**src/rtl/dlfloat_pkg.sv**
```systemverilog
// rtl/dlfloat_pkg.sv - DLFloat word layout and result transmitter state encoding
package dlfloat_pkg;

  localparam int DLF_W    = 16;
  localparam int SIGN_BIT = 15;
  localparam int EXP_MSB  = 14;
  localparam int EXP_LSB  = 9;
  localparam int MANT_MSB = 8;
  localparam int MANT_LSB = 0;

  typedef logic [DLF_W-1:0] dlfloat_t;

  typedef enum logic [1:0] {
    IDLE,
    LO,
    HI
  } tx_state_e;

endpackage

```
**src/rtl/dlfloat_tx_fifo.sv**
```systemverilog
// rtl/dlfloat_tx_fifo.sv - synchronous word FIFO with wrap-bit pointers, full/empty and count
module dlfloat_tx_fifo #(
  parameter  int W     = 16,
  parameter  int DEPTH = 2,
  localparam int AW    = $clog2(DEPTH),
  localparam int CW    = $clog2(DEPTH + 1)
) (
  input  logic          clk_i,
  input  logic          rst_i,
  input  logic          push_i,
  input  logic [W-1:0]  push_data_i,
  input  logic          pop_i,
  output logic [W-1:0]  head_o,
  output logic          full_o,
  output logic          empty_o,
  output logic [CW-1:0] count_o
);

  localparam logic [AW:0] PTR_ONE = 1;

  logic [W-1:0] mem_q [DEPTH];
  logic [AW:0]  wr_ptr_q;
  logic [AW:0]  rd_ptr_q;
  logic [AW:0]  fill;

  assign empty_o = (wr_ptr_q == rd_ptr_q);
  assign full_o  = (wr_ptr_q[AW-1:0] == rd_ptr_q[AW-1:0]) && (wr_ptr_q[AW] != rd_ptr_q[AW]);
  assign head_o  = mem_q[rd_ptr_q[AW-1:0]];
  // Wrap-bit subtraction gives 0..DEPTH directly; CW equals AW+1 for power-of-two depths
  assign fill    = wr_ptr_q - rd_ptr_q;
  assign count_o = CW'(fill);

  always_ff @(posedge clk_i) begin
    if (rst_i) begin
      wr_ptr_q <= '0;
      rd_ptr_q <= '0;
    end else begin
      if (push_i && !full_o) begin
        wr_ptr_q <= wr_ptr_q + PTR_ONE;
      end
      if (pop_i && !empty_o) begin
        rd_ptr_q <= rd_ptr_q + PTR_ONE;
      end
    end
  end

  always_ff @(posedge clk_i) begin
    if (push_i && !full_o) begin
      mem_q[wr_ptr_q[AW-1:0]] <= push_data_i;
    end
  end

endmodule

```
**src/rtl/dlfloat_result_tx.sv**
```systemverilog
// rtl/dlfloat_result_tx.sv - buffers 16-bit DLFloat results and serialises them low byte first
module dlfloat_result_tx
  import dlfloat_pkg::*;
#(
  parameter  int WORD_W = 16,
  parameter  int BYTE_W = 8,
  parameter  int DEPTH  = 2,
  localparam int CW     = $clog2(DEPTH + 1)
) (
  input  logic              clk,
  input  logic              rst,
  input  logic [WORD_W-1:0] in_data,
  input  logic              in_valid,
  output logic              in_ready,
  output logic [BYTE_W-1:0] out_data,
  output logic              out_valid,
  input  logic              out_ready,
  output logic              out_last,
  output logic [CW-1:0]     fifo_count
);

  tx_state_e         state_q;
  logic [WORD_W-1:0] shift_q;
  logic [BYTE_W-1:0] out_data_q;
  logic              out_valid_q;
  logic              out_last_q;

  logic [WORD_W-1:0] head;
  logic              full;
  logic              empty;
  logic              push;
  logic              pop;

  // in_ready looks only at full, so a pop in the same cycle never lets a word slip in
  assign in_ready = !rst && !full;
  assign push     = in_valid && in_ready;
  assign pop      = !empty && ((state_q == IDLE) || (state_q == HI && out_ready));

  dlfloat_tx_fifo #(
    .W     (WORD_W),
    .DEPTH (DEPTH)
  ) u_fifo (
    .clk_i       (clk),
    .rst_i       (rst),
    .push_i      (push),
    .push_data_i (in_data),
    .pop_i       (pop),
    .head_o      (head),
    .full_o      (full),
    .empty_o     (empty),
    .count_o     (fifo_count)
  );

  always_ff @(posedge clk) begin
    if (rst) begin
      state_q     <= IDLE;
      shift_q     <= '0;
      out_data_q  <= '0;
      out_valid_q <= 1'b0;
      out_last_q  <= 1'b0;
    end else begin
      case (state_q)
        IDLE: begin
          if (!empty) begin
            shift_q     <= head;
            out_data_q  <= head[BYTE_W-1:0];
            out_valid_q <= 1'b1;
            out_last_q  <= 1'b0;
            state_q     <= LO;
          end
        end
        LO: begin
          if (out_ready) begin
            out_data_q <= shift_q[2*BYTE_W-1:BYTE_W];
            out_last_q <= 1'b1;
            state_q    <= HI;
          end
        end
        HI: begin
          if (out_ready) begin
            // Chain straight into the next word so a busy stream has no bubble
            if (!empty) begin
              shift_q     <= head;
              out_data_q  <= head[BYTE_W-1:0];
              out_valid_q <= 1'b1;
              out_last_q  <= 1'b0;
              state_q     <= LO;
            end else begin
              out_valid_q <= 1'b0;
              out_last_q  <= 1'b0;
              state_q     <= IDLE;
            end
          end
        end
        default: state_q <= IDLE;
      endcase
    end
  end

  assign out_data  = out_data_q;
  assign out_valid = out_valid_q;
  assign out_last  = out_last_q;

endmodule

```
**config.mk**
```make
export PLATFORM = sky130hd
export DESIGN_NAME = dlfloat_result_tx
export DESIGN_NICKNAME = d
export VERILOG_FILES = /design/src/rtl/dlfloat_pkg.sv /design/src/rtl/dlfloat_tx_fifo.sv /design/src/rtl/dlfloat_result_tx.sv
export SDC_FILE = /design/constraint.sdc
export NUM_CORES = 1
export LEC_CHECK = 0
export CAP_MARGIN = 20
export CORE_MARGIN = 2
export CORE_UTILIZATION = 25
export CTS_CLUSTER_SIZE = 8
export DETAILED_ROUTE_END_ITERATION = 10
export DONT_BUFFER_PORTS = 1
export PLACE_DENSITY_LB_ADDON = 0.3
export SLEW_MARGIN = 20
export SYNTH_ARGS = -nofsm -noshare
export SYNTH_HDL_FRONTEND = slang
export SYNTH_SLANG_ARGS = --single-unit
```
**constraint.sdc**
```tcl
create_clock -name clk -period 7.6 [get_ports clk]
set_input_delay 1.14 -clock clk [delete_from_list [all_inputs] [get_ports clk]]
set_output_delay 1.14 -clock clk [all_outputs]
set_load 0.05 [all_outputs]
```
==> impl_metrics.csv <==
group,metric,value,unit
synthesis,syn_area,0.002301,mm^2
clock_tree,cts.path.max_buffers,2,
synthesis,synth.area.top_cells,"edfxtp_1 (42%), dfxtp_1 (22%), mux2i_1 (7.4%)",
synthesis,avgSynthCellArea,12.71,um^2
clock_tree,cts_buffers,9,
synthesis,synth_cell_type_count,32,
min_path,hp-class,"reg2reg",
routing,wl_per_cell,15.54,um
routing,vias_per_cell,4.507,
timing,period_share,46.63,%
timing,hold_viol,0,
routing,routed_wl,4630,um
grt,antenna_found_initial,0,
floorplan,rows,35,
timing,maxSlewViolCount,0,
clock_tree,h-tree-depth,3,
place,dpl.hpwl,2966,um
floorplan,core_area,0.009065,mm^2
critical_path,reg2reg_depth,6,
floorplan,floorplan.initialDensity,25.38,%
floorplan,die_w,99.94,um
synthesis,netlist_instances,181,
timing,max_slew.worst_pin.slew,1.090,ns
grt,overflow,0,
synthesis,synthArstFlopShare,0,%
routing,drc_errors,0,
clock_tree,clkLatencyLatePin,0.33,ns
grt,grt_pass1_vias,1371,
critical_path,path_max_fanout,7,
routing,vias,1343,
clock_tree,clkTransAtPathRegs,0.06,ns
place,port_buffers,0,
power_and_ir_drop,power,1.185,mW
place,place_ws,4.400,ns
synthesis,yosys_most_used_dff,"edfxtp_1",
critical_path,crit_path_start_kind,"register",
layout,syn2layout_area_growth,12.62,%
run_status,status,"finished, final reports clean",
synthesis,ys_top_cells_by_count,"edfxtp_1 (32), dfxtp_1 (25), mux2i_1 (17), nor2_1 (17), a21oi_1 (13)",
floorplan,dieArea,0.009987,mm^2
power_and_ir_drop,ir_drop,0.1355,mV
power_and_ir_drop,p_leak,0.8557,nW
grt,grt_first_pass_wirelength,7389,um
timing,tns,0,ns
grt,grt_max_degree,29,
synthesis,synth_seq_cells,57,
synthesis,synth_top_cell_area_share,41.76,%
synthesis,synth_area_leader_cell,"edfxtp_1",
timing,fmax,0.2822,GHz
run,cap_violations,0,
place,post_dp_cell_area,0.002404,mm^2
timing,period_needed,3.544,ns
routing,first_pass_iters,4,
critical_path,critPathCaptureType,"primary output",
routing,ant_nets,0,
critical_path,cp.arrival,2.40,ns
clock_tree,cts_resized,0,
timing,rsz0062_at_grt,"no",
timing,timing.hold.ws,0.5001,ns
layout,nNetsFinal,203,
synthesis,synth_nets,202,
clock_tree,clockRootBuffer,"clkbuf_8",
floorplan,pin_count,33,
layout,antenna_cells,0,
power_and_ir_drop,p_per_area,457.4,mW/mm^2
timing,worst_slack,4.056,ns
floorplan,die_y,99.94,um
synthesis,yosys_warnings,0,
critical_path,critPathRequiredTime,6.46,ns
grt,grt.total_usage,10.09,%
synthesis,synth_edf_count,32,
min_path,hold_depth,2,
clock_tree,post_cts_buffers,0,
routing,drt_iter0_drc,110,
critical_path,crit_type,"reg2out",
clock_tree,cts_sinks,57,
timing,setup_viol,0,
timing,relSlewSlack,26.78,%
synthesis,synth.most_common_cell,"edfxtp_1",
place,place_congestion,0.7818,
layout,fin_area,0.002591,mm^2
synthesis,synth_seq_area_share,63.51,%
layout,drive_above_1_share,18.18,%
clock_tree,cts_tree,"built",
clock_tree,cts-hold-fix-buffers,0,
layout,nFillCells,913,
timing,finClkSkew,0.01080,ns
-- power by group --
part           internal, mW  switching, mW
Clock                 0.156          0.112
Sequential            0.399          0.149
Combinational         0.144          0.224
-- worst max-delay path, cell delays in order, from the launching register on --
cell and delay (ns):
dfxtp_1 0.38, inv_1 0.08, ha_1 0.40, inv_1 0.40
nor2_1 0.14, nor2_1 0.69
-- worst paths after layout --
| check | from | end | slack (ns) |
|---|---|---|---|
| worst max-delay path | u_fifo.wr_ptr_q[0]$_SDFFE_PP0P_ | in_ready | 4.06 |
| worst min register to register | u_fifo.wr_ptr_q[1]$_SDFFE_PP0P_ | u_fifo.wr_ptr_q[1]$_SDFFE_PP0P_ | 0.50 |
| worst max register to register | u_fifo.wr_ptr_q[0]$_SDFFE_PP0P_ | u_fifo.mem_q[0][11]$_DFFE_PP_ | 5.36 |
| worst min-delay path | u_fifo.wr_ptr_q[1]$_SDFFE_PP0P_ | u_fifo.wr_ptr_q[1]$_SDFFE_PP0P_ | 0.50 |
-- area by class of cell --
type / count / area, um^2 / share of cell area, %
Clock inverter: 5 / 46.29 / 1.787
Clock buffer: 11 / 141.4 / 5.456
Sequential cell: 57 / 1461 / 56.40
Tap cell: 111 / 138.9 / 5.360
Multi-Input combinational cell: 108 / 769.5 / 29.70
Timing Repair Buffer: 3 / 22.52 / 0.8691
Inverter: 3 / 11.26 / 0.4346
-- routing by layer --
layer  GRT usage (%)  vias to the layer above  part of all wire, %
li1                -                      673                    -
met1           12.28                      643                   44
met2           15.12                       25                   48
met3           5.641                        2                  7.5
met4           3.477                        0                 0.56
met5               0                        -                    0
-- kinds of logic (layout without fill, tap and decap cells) --
logic type      count (synthesis)  count (layout)  share of synthesized area [%]
fa+ha+maj                       1               1                         0.5437
buf+inv                        16              22                          3.480
simple gates                   48              48                          9.354
xor+xnor                        2               2                          1.088
flops                          57              57                          63.51
compound gates                 40              40                          14.63
mux                            17              17                          7.395
-- flip-flops by register name, summed over array words and instances, names as in the netlist, named ones only --
signal / cells
u_fifo.mem_q: 32
out_data: 8
shift_q: 8
state_q: 2
u_fifo.rd_ptr_q: 2
u_fifo.wr_ptr_q: 2
out_last: 1
out_valid: 1
-- stage by stage --
stage | cells | utilization (%)
floorplan | 181 | -
global placement | 282 | 26.51
detailed placement | 282 | 26.51
CTS | 298 | 28.59
global route | 298 | 28.59
finish | 298 | 28.59
-- layout by cell type, fill, tap and decap left out, types with 3 or more instances in the layout --
master | Yosys | routed
edfxtp_1 | 32 | 32
nand2_1 | 12 | 12
nand3_1 | 10 | 10
a21oi_1 | 13 | 13
clkbuf_8 | 0 | 10
dfxtp_1 | 25 | 25
nor2_1 | 17 | 17
a211oi_2 | 8 | 8
inv_1 | 3 | 3
o221ai_1 | 6 | 6
buf_4 | 0 | 3
clkinv_1 | 0 | 3
o21ai_0 | 4 | 4
mux2i_1 | 17 | 17
(Power assumes the default switching activity.)
